`src/rtl/sw_debounce8.sv`:
```
// sw_debounce8
//
// Input conditioning for the slide-switch bank. The asynchronous switch
// vector passes through a two-flop synchroniser into the clk domain. Each
// bit is then debounced on its own by a stability counter. A bit of
// out_stable flips only after the synchronised level has differed from it
// for STABLE_CYCLES consecutive edges. On the edge where a bit flips, a
// single-cycle rise/fall strobe is raised for that bit, and a single-cycle
// changed strobe is raised if any bit flipped.
//
// Parameters
//   WIDTH          number of independent switch channels
//   CNT_W          width of each per-bit stability counter
//   STABLE_CYCLES  consecutive differing samples needed to accept a new level
//                  (legal range 1 .. 2**CNT_W-1)
//
// Ports
//   clk         in   single clock, rising edge
//   resetn      in   asynchronous active-low reset
//   in_raw      in   raw switch levels, asynchronous to clk
//   out_stable  out  debounced level per bit (feeds the priority encoder)
//   rise        out  one-cycle pulse when out_stable[i] goes 0->1
//   fall        out  one-cycle pulse when out_stable[i] goes 1->0
//   changed     out  one-cycle pulse when any rise/fall bit is high
//
// Every output comes straight from a flop, so no path runs from in_raw to
// an output without passing through a register.

module sw_debounce8 #(
    parameter int unsigned WIDTH         = 8,
    parameter int unsigned CNT_W         = 16,
    parameter int unsigned STABLE_CYCLES = 50000
) (
    input  logic             clk,
    input  logic             resetn,
    input  logic [WIDTH-1:0] in_raw,
    output logic [WIDTH-1:0] out_stable,
    output logic [WIDTH-1:0] rise,
    output logic [WIDTH-1:0] fall,
    output logic             changed
);

    // Terminal count. The counter sits at this value on the last differing
    // sample before the flip, so it never passes STABLE_CYCLES-1 and cannot
    // wrap.
    localparam logic [CNT_W-1:0] CNT_TC = CNT_W'(STABLE_CYCLES - 1);

    // Synchroniser. Only sync2_q is used downstream.
    logic [WIDTH-1:0] sync1_q;
    logic [WIDTH-1:0] sync2_q;

    // Per-bit debounce state
    logic [CNT_W-1:0] cnt_q [WIDTH];
    logic [CNT_W-1:0] cnt_d [WIDTH];
    logic [WIDTH-1:0] stable_q, stable_d;

    // Registered strobes
    logic [WIDTH-1:0] rise_q, rise_d;
    logic [WIDTH-1:0] fall_q, fall_d;
    logic             changed_q, changed_d;

    always_comb begin
        cnt_d    = cnt_q;
        stable_d = stable_q;
        rise_d   = '0;
        fall_d   = '0;

        for (int i = 0; i < int'(WIDTH); i++) begin
            if (sync2_q[i] == stable_q[i]) begin
                // Level agrees with the output. Any partial count belonged
                // to a glitch and is discarded.
                cnt_d[i] = '0;
            end else if (cnt_q[i] == CNT_TC) begin
                // Level has differed for STABLE_CYCLES consecutive edges.
                stable_d[i] = sync2_q[i];
                cnt_d[i]    = '0;
                if (sync2_q[i]) begin
                    rise_d[i] = 1'b1;
                end else begin
                    fall_d[i] = 1'b1;
                end
            end else begin
                cnt_d[i] = cnt_q[i] + CNT_W'(1);
            end
        end

        changed_d = |(rise_d | fall_d);
    end

    always_ff @(posedge clk or negedge resetn) begin
        if (!resetn) begin
            sync1_q   <= '0;
            sync2_q   <= '0;
            stable_q  <= '0;
            rise_q    <= '0;
            fall_q    <= '0;
            changed_q <= 1'b0;
            for (int i = 0; i < int'(WIDTH); i++) begin
                cnt_q[i] <= '0;
            end
        end else begin
            sync1_q   <= in_raw;
            sync2_q   <= sync1_q;
            stable_q  <= stable_d;
            rise_q    <= rise_d;
            fall_q    <= fall_d;
            changed_q <= changed_d;
            for (int i = 0; i < int'(WIDTH); i++) begin
                cnt_q[i] <= cnt_d[i];
            end
        end
    end

    assign out_stable = stable_q;
    assign rise       = rise_q;
    assign fall       = fall_q;
    assign changed    = changed_q;

endmodule

```
`config.mk`:
```
export PLATFORM = sky130hd
export DESIGN_NAME = sw_debounce8
export DESIGN_NICKNAME = d
export VERILOG_FILES = /design/src/rtl/sw_debounce8.sv
export SDC_FILE = /design/constraint.sdc
export NUM_CORES = 1
export LEC_CHECK = 0
export ABC_AREA = 1
export CAP_MARGIN = 10
export CORE_ASPECT_RATIO = 0.8
export CORE_MARGIN = 10
export CORE_UTILIZATION = 35
export CTS_BUF_LIST = sky130_fd_sc_hd__clkbuf_4
export CTS_CLUSTER_DIAMETER = 200
export DETAILED_ROUTE_END_ITERATION = 7
export HOLD_SLACK_MARGIN = 0.03
export PLACE_DENSITY = 0.53
export SYNTH_ARGS = -nofsm -noshare
export SYNTH_HDL_FRONTEND = slang
export SYNTH_SLANG_ARGS = --single-unit
```
`constraint.sdc`:
```
create_clock -name clk -period 2.1 [get_ports clk]
set_input_delay 0.525 -clock clk [delete_from_list [all_inputs] [get_ports clk]]
set_output_delay 0.525 -clock clk [all_outputs]
set_load 0.02 [all_outputs]
```
======== Word-level counts from Yosys, hierarchy flattened ========
Cells that the tools add are included.
storage, ports and cells
  flip-flop bits (word level) ............. 169
  bits in latches ......................... 0
  bits in writable memories ............... 0
  memory bits (read-only) ................. 0
  bits of input ports ..................... 10
  output and inout port bits .............. 25
  word-level logic and storage cells ...... 127
  memories kept ........................... 0
operators by class
  add/subtract/negate cells ............... 8
  multipliers ............................. 0
  divide/modulo/power cells ............... 0
  magnitude comparators ................... 0
  eq/ne operators ......................... 16
  shift operators ......................... 0
  muxes and demuxes ....................... 64
  bitwise operators ....................... 9
  reductions and logical operators ........ 9
operator list
  cell                                                              count
  16-bit 2-to-1 mux                                                 16
  16-bit by 1-bit adder with 16-bit output (second input constant)  8
  16-bit == test (second input constant)                            8
  1-bit 2-to-1 mux                                                  48
  2-bit AND reduction                                               8
  1-bit == test                                                     8
  1-bit NOT                                                         8
  8-bit bitwise OR                                                  1
  8-bit OR reduction                                                1

======== Logic depth before layout (Yosys ltp) ========
  word-level depth ........................ 5
  mapped depth ............................ 10
  gate-level depth less buffers ........... 10

======== Least setup slack after synthesis ========
No wires, ideal clock.
  path kind ............................... flip-flop to flip-flop
  start ................................... register cnt_q[64] (netlist name)
  end ..................................... register cnt_q[76] (netlist name)
  setup time .............................. 0.120 ns
  arrival ................................. 1.251 ns
  data required time ...................... 1.980 ns
  path slack .............................. 0.729 ns
  stages on the path, launching flop included .. 11
  path buffers ............................ 0
  clock period less this slack ............ 1.371 ns
  cells stage by stage .................... dfrtp_1 ha_1 nand2_1 nor2_4 inv_1 nor2_2 nand2_2 nand2_4 inv_2 o21ai_0 nor2_1
RTL lines
  what                               RTL line  source
  from (decl)                        53        logic [CNT_W-1:0] cnt_q [WIDTH];
  from (signal, indexed assignment)  109       cnt_q[i] <= cnt_d[i];

======== Worst setup path after layout ========
  start ................................... register stable_q[4] (netlist: out_stable[4])
  end ..................................... output port out_stable[4]
RTL lines
  what                    RTL line  source
  from (decl)             55        logic [WIDTH-1:0] stable_q, stable_d;
  from (signal assigned)  104       stable_q <= stable_d;
  to (decl)               37        output logic [WIDTH-1:0] out_stable,
No word-level cell between the ends.

==> metrics.cfg <==
[run_status]
status=complete, no violations

[critical_path]
reg2reg_depth=8
path_delay_family=flip-flops
crit_fanout=4
reg2reg_from=cnt_q[112]
startpoint=out_stable[4]
r2r_end=cnt_q[121]
path_buf_inv=1
worstPathArrival_ns=1.36
cp-end-kind=output pin
crit_path_top_delay_cell=dfrtp_1
r2r_slack_ns=0.53
start_kind=flop
cpPeakStageDelay_ns=0.44
worst_ep_required_time_ns=1.57
crit_type=reg -> out
cp_cell_sequence=dlygate4sd2_1
endpoint=out_stable[4]
path_depth=1

[floorplan]
die_w_um=190.7
dieArea_mm2=0.02986
core_mm2=0.02268
die-height_um=156.6
start_util_pct=35.97
ios=35
rows=49

[clock_network]
cts_setup_buffers=0
h-tree-depth=4
cts-root-buf=clkbuf_4
cts_sinks=169
clkTransAtPathRegs_ns=0.14
cts.path.max_buffers=2
cts_tree=yes
insertion_delay_ns=0.55
cts_made_buffers=17

[sta]
holdWs_ns=0.3639
worst_pin_slew_ns=0.4583
drv_slew=0
timing.final.crit_share_pct=89.54
finalSetupViolCount=0
clock.fmax_mhz=531.8
slew_headroom_pct=69.33
rsz0062_at_grt=no
finalSetupTns_ns=0
timing.final.crit_period_ns=1.880
clock-skew-final_ns=0.02615
hold_violations=0

[synth]
synth_flop_cell=dfrtp_1
synth_area_mm2=0.008160
yosys_warnings=0
syn_inst=999
async_flop_share_pct=100.0
syn_avg_cell_area_um2=8.168
yosys_register_bits=169
synth_edf_count=0
synth_seq_area_share_pct=51.82
synth_fp_nets=1017
synth.distinct_cells=37

[detailed_routing]
totalWireLength_um=15580
dr_total_vias=6136
drcViolationCount=0
first_pass_iters=4
via_per_inst=4.453
wl_per_cell_um=11.30
drt_iter0_drc=332
postRouteAntennaNets=0

[placement]
globalplace.congestion=0.7846
numPortBuffers=34
dp_hpwl_um=11660
placed_cell_area_mm2=0.008960

[global_routing]
grt_pass1_wl_um=27300
grt_max_degree=43
overflow=0
grt_usage_pct=10.98
grt_pass1_vias=5813
grt_antenna_before_repair=1

[pwr]
total_power_mw=5.451
ir_drop_mv=0.2859
powerDensity_mw_per_mm2=588.3
leakagePower_nw=4.475

[final_layout]
n_fill_cell=2350
layout-drive-gt1-share_pct=9.337
multi_input_area_mm2=0.003364
nNetsFinal=1076
seqCellArea_mm2=0.004229
design_area_mm2=0.009266
areaGrowthSynthToFinish_pct=13.55

[hold_path]
hp-class=reg -> reg

[run]
cap_violations=0

-- cells in the mapped netlist (all sizes together) (5+ instances only) --
cell,n,area (µm²)
xor2,18,157.7
inv,150,563.0
nand4,11,68.82
ha,8,100.1
o21ai,30,161.4
nor2,234,963.4
dfrtp,169,4229
o21bai,9,67.56
a21oi,45,240.2
a31oi,6,37.54
nand3,49,275.3
nand2,195,789.5
xnor2,10,87.58
nor3b,5,37.54
nor3,40,241.5
-- per-stage QoR --
stage / cells / setup WS [ns] / util, %
after floorplan: 999 / 0.7293 / -
after global placement: 1344 / 0.5619 / 39.50
after detailed placement: 1344 / 0.5349 / 39.50
after CTS: 1377 / 0.0001273 / 40.70
after global routing: 1378 / 0.1096 / 40.85
final: 1378 / 0.2197 / 40.85
-- how the worst min path moves through the flow --
| stage | startpoint | endpoint | slack, ns | cells past startpoint |
|---|---|---|---|---|
| 3_5_place_dp | sync1_q[5] | sync2_q[5] | 0.34 | 0 |
| 4_1_cts | in_raw[4] | sync1_q[4] | 0.32 | 1 |
| 2_1_floorplan | resetn | changed | 0.23 | 0 |
| 3_3_place_gp | sync1_q[1] | sync2_q[1] | 0.33 | 0 |
| 5_1_grt | in_raw[7] | sync1_q[7] | 0.32 | 1 |
| 6_report | sync1_q[2] | sync2_q[2] | 0.36 | 0 |
-- state kept, by name, indices dropped and copies added (netlist names) --
name,cells
rise,8
fall,8
cnt_q,128
sync1_q,8
out_stable,8
sync2_q,8
changed,1
-- layout by cell type, fill, tap and decap left out, types with 11 or more instances in the layout --
master / synthesis / layout
a21oi_1: 43 / 43
clkbuf_4: 0 / 20
dfrtp_1: 169 / 169
dlygate4sd2_1: 0 / 12
dlymetal6s2s_1: 0 / 13
inv_1: 143 / 143
nand2_1: 180 / 180
nand2_2: 11 / 11
nand3_1: 43 / 43
nand4_1: 11 / 11
nor2_1: 212 / 212
nor2_2: 16 / 16
nor3_1: 33 / 33
o21ai_0: 24 / 24
xor2_1: 18 / 18
-- per-layer routing --
layer | global-route usage, % | part of all wire, % | up-vias
li1 | - | - | 3280
met1 | 15.22 | 52 | 2791
met2 | 16.51 | 43 | 54
met3 | 2.443 | 2.9 | 11
met4 | 3.817 | 1.3 | 0
met5 | 0 | 0 | -
-- cell families (layout without fill, tap and decap cells) --
| kind of cell | count (synthesis) | count (layout) | share of synthesized area [%] |
|---|---|---|---|
| simple gates | 541 | 541 | 29.65 |
| other cells | 0 | 1 | 0 |
| buf+inv | 151 | 223 | 6.946 |
| compound gates | 102 | 102 | 7.345 |
| xor+xnor | 28 | 28 | 3.005 |
| fa+ha+maj | 8 | 8 | 1.227 |
| flops | 169 | 169 | 51.82 |
-- where the power goes --
group	internal (mW)	leakage [nW]	switching [mW]
clock	0.741	0.146	1.12
sequential	3.31	2.30	0.0361
combinational	0.0837	2.02	0.169
total	4.13	4.48	1.32
-- worst register-to-register path: cells and delay by family (launching register included) --
family / cells / cell delay [ns]
AND/OR/NAND/NOR: 5 / 0.61
buffers and inverters: 1 / 0.10
adder cells (fa/ha/maj): 1 / 0.24
flip-flops: 1 / 0.42
AO/OA/AOI/OAI: 1 / 0.13
-- repair_timing --
item | in CTS | in global routing
resized for setup | 12 | 13
hold buffers | 1 | 0
endpoints found under the setup margin | 12 | 13
hold endpoints to repair | 28 | 0
-- layout make-up --
class	instances	area share, %
Multi-Input combinational cell	679	36.31
Inverter	151	6.117
Clock inverter	12	1.364
Timing Repair Buffer	40	4.793
Antenna cell	1	0.02701
Tap cell	306	4.132
Clock buffer	20	1.620
Sequential cell	169	45.64
(Power assumes the default switching activity.)
